===== src/rtl/seq_adder64_ctrl_pkg.sv =====
// Shared types and constants for the sliced sequential adder.
// The FSM encoding and slice width live here so every file agrees.
package seq_adder64_ctrl_pkg;

    localparam int SLICE = 16;

    typedef enum logic [1:0] {
        ST_IDLE = 2'd0,
        ST_RUN  = 2'd1,
        ST_DONE = 2'd2
    } state_e;

endpackage


===== src/rtl/seq_adder64_ctrl_sixteen_bit_adder.sv =====
// One 16-bit slice adder with carry in and carry out.
// Shared by every slice of the sequential add.
module sixteen_bit_adder (
    input  logic [15:0] a,
    input  logic [15:0] b,
    input  logic        cin,
    output logic [15:0] sum,
    output logic        cout
);

    // Purely combinational slice add.
    always_comb begin
        {cout, sum} = {1'b0, a} + {1'b0, b} + {16'b0, cin};
    end

endmodule


===== src/rtl/seq_adder64_ctrl.sv =====
// Multi-cycle adder: one 16-bit slice per cycle, LSB slice first.
// Valid/ready on both sides; one operation in flight.
module seq_adder64_ctrl
    import seq_adder64_ctrl_pkg::*;
#(
    parameter int NSLICE = 4
) (
    input  logic                    clk,
    input  logic                    rst,
    input  logic                    in_valid,
    output logic                    in_ready,
    input  logic [SLICE*NSLICE-1:0] A,
    input  logic [SLICE*NSLICE-1:0] B,
    input  logic                    Cin,
    output logic                    out_valid,
    input  logic                    out_ready,
    output logic [SLICE*NSLICE-1:0] S,
    output logic                    Cout,
    output logic                    busy
);

    localparam int WIDTH = SLICE * NSLICE;
    localparam int IDX_W = (NSLICE > 1) ? $clog2(NSLICE) : 1;
    localparam logic [IDX_W-1:0] IDX_LAST = IDX_W'(NSLICE - 1);

    state_e             state_q, state_d;
    logic [IDX_W-1:0]   idx_q, idx_d;
    logic               carry_q, carry_d;
    logic [WIDTH-1:0]   a_q, a_d;
    logic [WIDTH-1:0]   b_q, b_d;
    logic [WIDTH-1:0]   s_q, s_d;
    logic               cout_q, cout_d;

    logic [SLICE-1:0]   slc_sum;
    logic               slc_cout;

    sixteen_bit_adder u_add (
        .a    (a_q[idx_q*SLICE +: SLICE]),
        .b    (b_q[idx_q*SLICE +: SLICE]),
        .cin  (carry_q),
        .sum  (slc_sum),
        .cout (slc_cout)
    );

    // Next-state and datapath updates for the IDLE/RUN/DONE sequence.
    always_comb begin
        state_d = state_q;
        idx_d   = idx_q;
        carry_d = carry_q;
        a_d     = a_q;
        b_d     = b_q;
        s_d     = s_q;
        cout_d  = cout_q;
        case (state_q)
            ST_IDLE: begin
                if (in_valid) begin
                    a_d     = A;
                    b_d     = B;
                    carry_d = Cin;
                    idx_d   = '0;
                    state_d = ST_RUN;
                end
            end
            ST_RUN: begin
                s_d[idx_q*SLICE +: SLICE] = slc_sum;
                carry_d = slc_cout;
                if (idx_q == IDX_LAST) begin
                    cout_d  = slc_cout;
                    idx_d   = '0;
                    state_d = ST_DONE;
                end else begin
                    idx_d = idx_q + 1'b1;
                end
            end
            ST_DONE: begin
                if (out_ready) begin
                    state_d = ST_IDLE;
                end
            end
            default: begin
                state_d = ST_IDLE;
            end
        endcase
    end

    // State registers with synchronous reset.
    always_ff @(posedge clk) begin
        if (rst) begin
            state_q <= ST_IDLE;
            idx_q   <= '0;
            carry_q <= 1'b0;
            a_q     <= '0;
            b_q     <= '0;
            s_q     <= '0;
            cout_q  <= 1'b0;
        end else begin
            state_q <= state_d;
            idx_q   <= idx_d;
            carry_q <= carry_d;
            a_q     <= a_d;
            b_q     <= b_d;
            s_q     <= s_d;
            cout_q  <= cout_d;
        end
    end

    // Handshake and status outputs decode directly from state.
    always_comb begin
        in_ready  = (state_q == ST_IDLE);
        out_valid = (state_q == ST_DONE);
        busy      = (state_q == ST_RUN) || (state_q == ST_DONE);
        S         = s_q;
        Cout      = cout_q;
    end

endmodule

===== config.mk =====
export PLATFORM = sky130hd
export DESIGN_NAME = seq_adder64_ctrl
export DESIGN_NICKNAME = d
export VERILOG_FILES = /design/src/rtl/seq_adder64_ctrl_pkg.sv /design/src/rtl/seq_adder64_ctrl_sixteen_bit_adder.sv /design/src/rtl/seq_adder64_ctrl.sv
export SDC_FILE = /design/constraint.sdc
export NUM_CORES = 1
export LEC_CHECK = 0
export ABC_AREA = 1
export CORE_ASPECT_RATIO = 0.5
export CORE_MARGIN = 2
export CORE_UTILIZATION = 52
export CTS_BUF_LIST = sky130_fd_sc_hd__clkbuf_4
export DETAILED_ROUTE_END_ITERATION = 12
export GPL_TIMING_DRIVEN = 0
export PLACE_DENSITY = 0.92
export SLEW_MARGIN = 5
export SYNTH_ARGS = -nofsm -noshare
export SYNTH_HDL_FRONTEND = slang
export SYNTH_SLANG_ARGS = --single-unit

===== constraint.sdc =====
create_clock -name clk -period 3.3 [get_ports clk]
set_clock_uncertainty 0.2 [all_clocks]
set_input_delay 0.825 -clock clk [delete_from_list [all_inputs] [get_ports clk]]
set_output_delay 0.825 -clock clk [all_outputs]
set_load 0.03 [all_outputs]

# Word level (Yosys, flattened, before mapping)
# Cells that the tools add are included.
[op_classes]
mux = 10
n_reduce_logical = 7
eq_ne = 6
n_addsub = 4
n_shift = 4
[ops]
columns = ["cell", "n"]
rows = [
  ["variable part select 64 x 7 -> 16 bit", 2],
  ["bitwise mux 64 bit", 1],
  ["variable shift 16 x 34 -> 64 bit (first input constant)", 1],
  ["variable part select 16 x 34 -> 64 bit", 1],
  ["negation 6 -> 34 bit", 1],
  ["adder 16 x 16 -> 17 bit", 1],
  ["adder 17 x 1 -> 17 bit", 1],
  ["two-way mux 2 bit", 5],
  ["one-hot mux 2 bit (3 select lines)", 1],
  ["AND reduction 2 bit", 3],
  ["== test 2 bit (second input constant)", 2],
  ["!= test 2 bit (second input constant)", 2],
  ["one-hot mux 2 bit (2 select lines)", 1],
  ["AND reduction 3 bit", 1],
  ["adder 2 x 1 -> 2 bit (second input constant)", 1],
  ["== test 2 x 1 -> 1 bit (second input constant)", 1],
  ["zero test 2 bit", 1],
  ["!= test 2 x 1 -> 1 bit (second input constant)", 1],
  ["one-hot mux 1 bit (2 select lines)", 1],
  ["nonzero test 2 bit", 1],
  ["logical OR 1 bit", 1],
  ["two-way mux 1 bit", 1],
]
[totals]
in_bits = 133
ff_bits = 198

# Logic depth before layout (Yosys ltp)
[depth]
ltp_word = 5
ltp_mapped = 17

# By module
# A second synthesis with hierarchy kept.
[hier_totals]
cells_unflattened = 1305
hier_area_um2 = 9116.2
[modules_own_cells]
columns = ["module", "instances", "seq_area_each_um2", "area_per_inst_um2", "cells_each"]
rows = [
  ["seq_adder64_ctrl", 1, 3963.8, 8130.3, 1121],
  ["sixteen_bit_adder", 1, 0.0, 985.9, 184],
]

# Worst setup path after synthesis
# Ideal clock, no wire load.
[synth_timing]
path_type = "reg2reg"
from = "register idx_q[0]"
to = "register s_q[24], in the netlist S[24]"
path_buffers = 2
arrival_ns = 2.697
synth_period_minus_slack_ns = 2.964
setup_ns = 0.068
stages_incl_launch_ff = 17
slack_ns = 0.336
path_cell_list = "dfxtp_1 > inv_1 > buf_2 > clkbuf_1 > o21ai_0 > o22ai_1 > fa_1 > fa_1 > nand3_1 > nand2_1 > nand2_1 > nand2_2 > xor2_2 > nand2_1 > nor2_2 > nand2_1 > a21oi_2"
[synth_between]
elab_chain_len = 5
word_cells_on_any_way = 8
classes_between = "add/sub: 3; shift: 4; mux: 1"
[synth_lines]
columns = ["element", "line", "source"]
rows = [
  ["from (decl)", "seq_adder64_ctrl.sv:27", "logic [IDX_W-1:0] idx_q, idx_d;"],
  ["from (signal assigned)", "seq_adder64_ctrl.sv:98", "idx_q <= idx_d;"],
  ["variable part select 64 x 7 -> 16 bit (on tied branches)", "seq_adder64_ctrl.sv:38, seq_adder64_ctrl.sv:39", ""],
  ["adder 16 x 16 -> 17 bit", "seq_adder64_ctrl_sixteen_bit_adder.sv:13", "{cout, sum} = {1'b0, a} + {1'b0, b} + {16'b0, cin};"],
  ["adder 17 x 1 -> 17 bit", "seq_adder64_ctrl_sixteen_bit_adder.sv:13", ""],
  ["variable part select 16 x 34 -> 64 bit", "seq_adder64_ctrl.sv:65", "s_d[idx_q*SLICE +: SLICE] = slc_sum;"],
  ["bitwise mux 64 bit (*)", "seq_adder64_ctrl.sv:65", ""],
  ["to (signal assigned)", "seq_adder64_ctrl.sv:94", "s_q <= '0;"],
  ["to (signal assigned)", "seq_adder64_ctrl.sv:102", "s_q <= s_d;"],
  ["to (decl)", "seq_adder64_ctrl.sv:31", "logic [WIDTH-1:0] s_q, s_d;"],
]
# Mark *: on every way between the ends. The rest lies on a longest branch, timed or not.
# A chain may end at the register's enable or synchronous reset.

# Worst setup path after layout
[layout_timing]
from = "register idx_q[1]"
to = "register s_q[63], in the netlist S[63]"
# Same word-level chain as after synthesis.

==> metrics.md <==
| Metric | Value |
|---|---|
| Outcome | `complete, no violations` |
| Reg2reg setup slack | `0.12 ns` |
| Worst Setup SP | `idx_q[1]$_SDFFE_PP0P_` |
| Clock Latency Late Sink | `0.62 ns` |
| Pins Over Slew Limit | `0` |
| First-pass GRT wire length | `slightly below 50,000 um` |
| Hold slack | `between 0.2 and 0.3 ns` |
| Distinct cell type count after synthesis | `32` |
| Largest net degree at the start of global routing | `18` |
| Synth Flop Type | `dfxtp_1` |
| GRT overflow | `0` |
| Die width | `190 um` |
| Post-Syn Area | `8960 um^2` |
| Final WL | `around 31,000 um` |
| Core Region | `16,600 um^2` |
| Clk slew on worst S/H paths | `0.17 ns` |
| Post-route clock period utilization | `96.3%` |
| Worst Slack Setup Final | `0.123 ns` |
| Crit-path max FO | `10` |
| Mean post-synth cell area | `7.05 um^2` |
| Post-synthesis sequential area ratio | `44.3%` |
| Synth warnings | `0` |
| Initial Util | `54.0%` |
| Fin util | `70.0%` |
| Worst r2r src | `idx_q[1]$_SDFFE_PP0P_` |
| Num CTS Buffers | `17` |
| Sequential share of power | `32.9%` |
| Synthesis-stage register bit count | `198` |
| Vias in the first global route | `9,021` |
| Die footprint | `18,400 um^2` |
| Tmin final | `~3.2 ns` |
| Worst hold stages | `2` |
| Post-route DRC | `0` |
| Filler Cell Count | `between 1,000 and 1,500` |
| TritonCTS Sinks | `198` |
| Storage cell area | `~4000 um^2` |
| WHS Endpoint | `S[15]$_SDFFE_PP0P_` |
| Antenna violations before repair | `0` |
| Clock share of power | `between 10% and 20%` |
| Slew at the pin with the worst max-slew slack | `0.812 ns` |
| CTS Buffer Depth | `2` |
| Gpl congestion | `0.934` |
| CTS tree | `yes` |
| CP Capture Type | `flip-flop` |
| VDD IR max | `roughly 0.32 mV` |
| Total GRT Usage | `33.7%` |
| Startpoint types | `flip-flop` |
| Pre-CTS WS | `-0.297 ns` |
| Area grow syn2layout | `29.8%` |
| Power per cell area | `785 nW/um^2` |
| CTS root buffer | `clkbuf_4` |
| Slew margin rel. | `45.9%` |
| Hold-fix buffers at CTS | `0` |
| Switching power | `4.34 mW` |
| LEAKAGE | `4.47 nW` |
| Fin nets | `1,650` |
| Post-Syn Nets | `1,430` |
| Ant. Diodes | `0` |
| CP arrival | `3.53 ns` |
| Post-DP HPWL | `approximately 24,000 um` |
| R2R Path End | `S[63]$_SDFFE_PP0P_` |
| Cells on worst reg2reg path | `14` |
| Max Freq | `315 MHz` |
| Combinational fraction of design power | `52.4%` |
| Via count | `9,775` |
| Area of the multi-input gates | `4490 um^2` |
| Inst Count DP | `1,697` |
| DIE HEIGHT | `96.8 um` |
| Sw Ratio | `47.6%` |
| Worst hold path class | `flip-flop to flip-flop` |
| # rows | `33` |
| Final setup viols | `0` |
| Initial DRC Count | `1,011` |
| Post-DR wirelength/cell | `17.8 um` |
| Ys async rst share | `0%` |
| First-pass DRT Iterations | `6` |
| Internal power | `between 4 and 5 mW` |
| Hold Startpoint | `S[15]$_SDFFE_PP0P_` |
| Num ports | `201` |
| Max-Cap Viols | `0` |
| EDFF count, synth | `0` |
| Commonest non-fill, non-tap cell in the layout | `nand2_1` |
| H-tree depth | `4` |
| Syn Inst Count | `1,271` |
| Crit path kind | `flip-flop to flip-flop` |
| PortBufs | `199` |
| Post-route ant nets | `0` |
| Most frequent cells in the layout | `nand2_1 (437), clkdlybuf4s50_1 (199), dfxtp_1 (196)` |
| Vias/cell | `5.65` |
| Share of layout cells above drive strength 1 | `under 10%` |
| Worst EP required | `3.65 ns` |
| Finished Layout Cells | `1,730` |
| Final Hold Fails | `0` |
-- metrics by stage --
| stage | setup TNS [ns] | power, mW | instance area [um^2] |
|---|---|---|---|
| 5_1_grt | -0.0261 | 9.68 | 11600 |
| 4_1_cts | 0 | 8.83 | 11500 |
| 6_report | 0 | 9.12 | 11600 |
| 3_5_place_dp | -6.77 | 7.49 | 11200 |
| 2_1_floorplan | 0 | 5.95 | 8960 |
| 3_3_place_gp | -5.43 | 7.41 | 11200 |
-- synth_stat cells (3+ instances only) --
cell type	instances	area share (%)
ha_1	24	3.4
nand4_1	16	1.1
nor2_1	90	3.8
nor2_2	6	0.42
xor2_1	4	0.39
nand3_1	29	1.6
buf_4	5	0.42
clkbuf_1	55	2.3
o21ai_0	67	3.7
buf_2	14	0.78
dfxtp_1	198	44
buf_1	12	0.50
a21oi_2	5	0.49
nand2_1	437	18
a211oi_1	3	0.25
o22ai_1	32	2.2
nand2_2	8	0.56
nor3_2	3	0.34
a21oi_1	194	11
inv_1	49	2.1
a22oi_1	4	0.34
-- area by class of cell --
cell class | instances | area share (%)
Buffer | 85 | 3.41
Clock buffer | 17 | 1.10
Clock inverter | 14 | 1.30
Inverter | 50 | 1.61
Multi-Input combinational cell | 937 | 38.6
Sequential cell | 198 | 34.2
Tap cell | 227 | 2.44
Timing Repair Buffer | 202 | 17.3
-- sequential cells by signal, indices dropped and copies added, names as in the netlist --
signal / cells
S: 64
a_q: 64
b_q: 64
idx_q: 2
state_q: 2
Cout: 1
carry_q: 1
-- worst max-delay path, cell delays in order, from the launching register on --
cell and delay [ns]:
dfxtp_4 0.43, inv_1 0.20, clkbuf_2 0.28, o21ai_0 0.14
o22ai_1 0.22, ha_2 0.40, nand2_1 0.10, nand2_1 0.13
nand2_1 0.09, nand2_1 0.07, a21oi_1 0.20, nand3_1 0.10
nand2_1 0.21, nand4_1 0.18, a21oi_1 0.15
-- metal layers --
layer	global-route usage, %	wire (um)
met1	47.9	13300
met2	51.1	13400
met3	8.45	3640
met4	8.71	520
met5	0	0
-- cells by family (layout without fill, tap and decap cells) --
group	after synthesis	count (layout)	share of synthesized area [%]
buffers and inverters	136	368	6.11
AO/OA/AOI/OAI	307	307	18.1
AND/OR/NAND/NOR	597	597	26.9
flip-flops	198	198	44.3
adder cells (fa/ha/maj)	26	26	3.80
XOR/XNOR	7	7	0.852
-- repair_timing --
item | CTS | global route
resized for setup | 12 | 44
setup endpoints to repair | 52 | 48
setup buffers | 2 | 1
-- power groups by stage --
| stage | Sequential, mW | Combinational [mW] | Clock [mW] |
|---|---|---|---|
| 5_1_grt | 3.02 | 5.22 | 1.45 |
| 3_5_place_dp | 3.04 | 4.45 | 0 |
| 6_report | 3.00 | 4.78 | 1.34 |
| 2_1_floorplan | 3.03 | 2.92 | 0 |
| 4_1_cts | 2.98 | 4.52 | 1.33 |
| 3_3_place_gp | 3.03 | 4.38 | 0 |
-- worst max path at each step --
stage	slack [ns]	depth (start not counted)	endpoint
after floorplan	0.34	16	S[24]$_SDFFE_PP0P_
after global placement	-0.26	16	S[24]$_SDFFE_PP0P_
after detailed placement	-0.30	16	S[56]$_SDFFE_PP0P_
after CTS	0.01	14	Cout$_SDFFE_PP0P_
after global routing	-0.03	15	S[56]$_SDFFE_PP0P_
final	0.12	14	S[63]$_SDFFE_PP0P_
No activity file was read; power rests on OpenSTA's default activity.
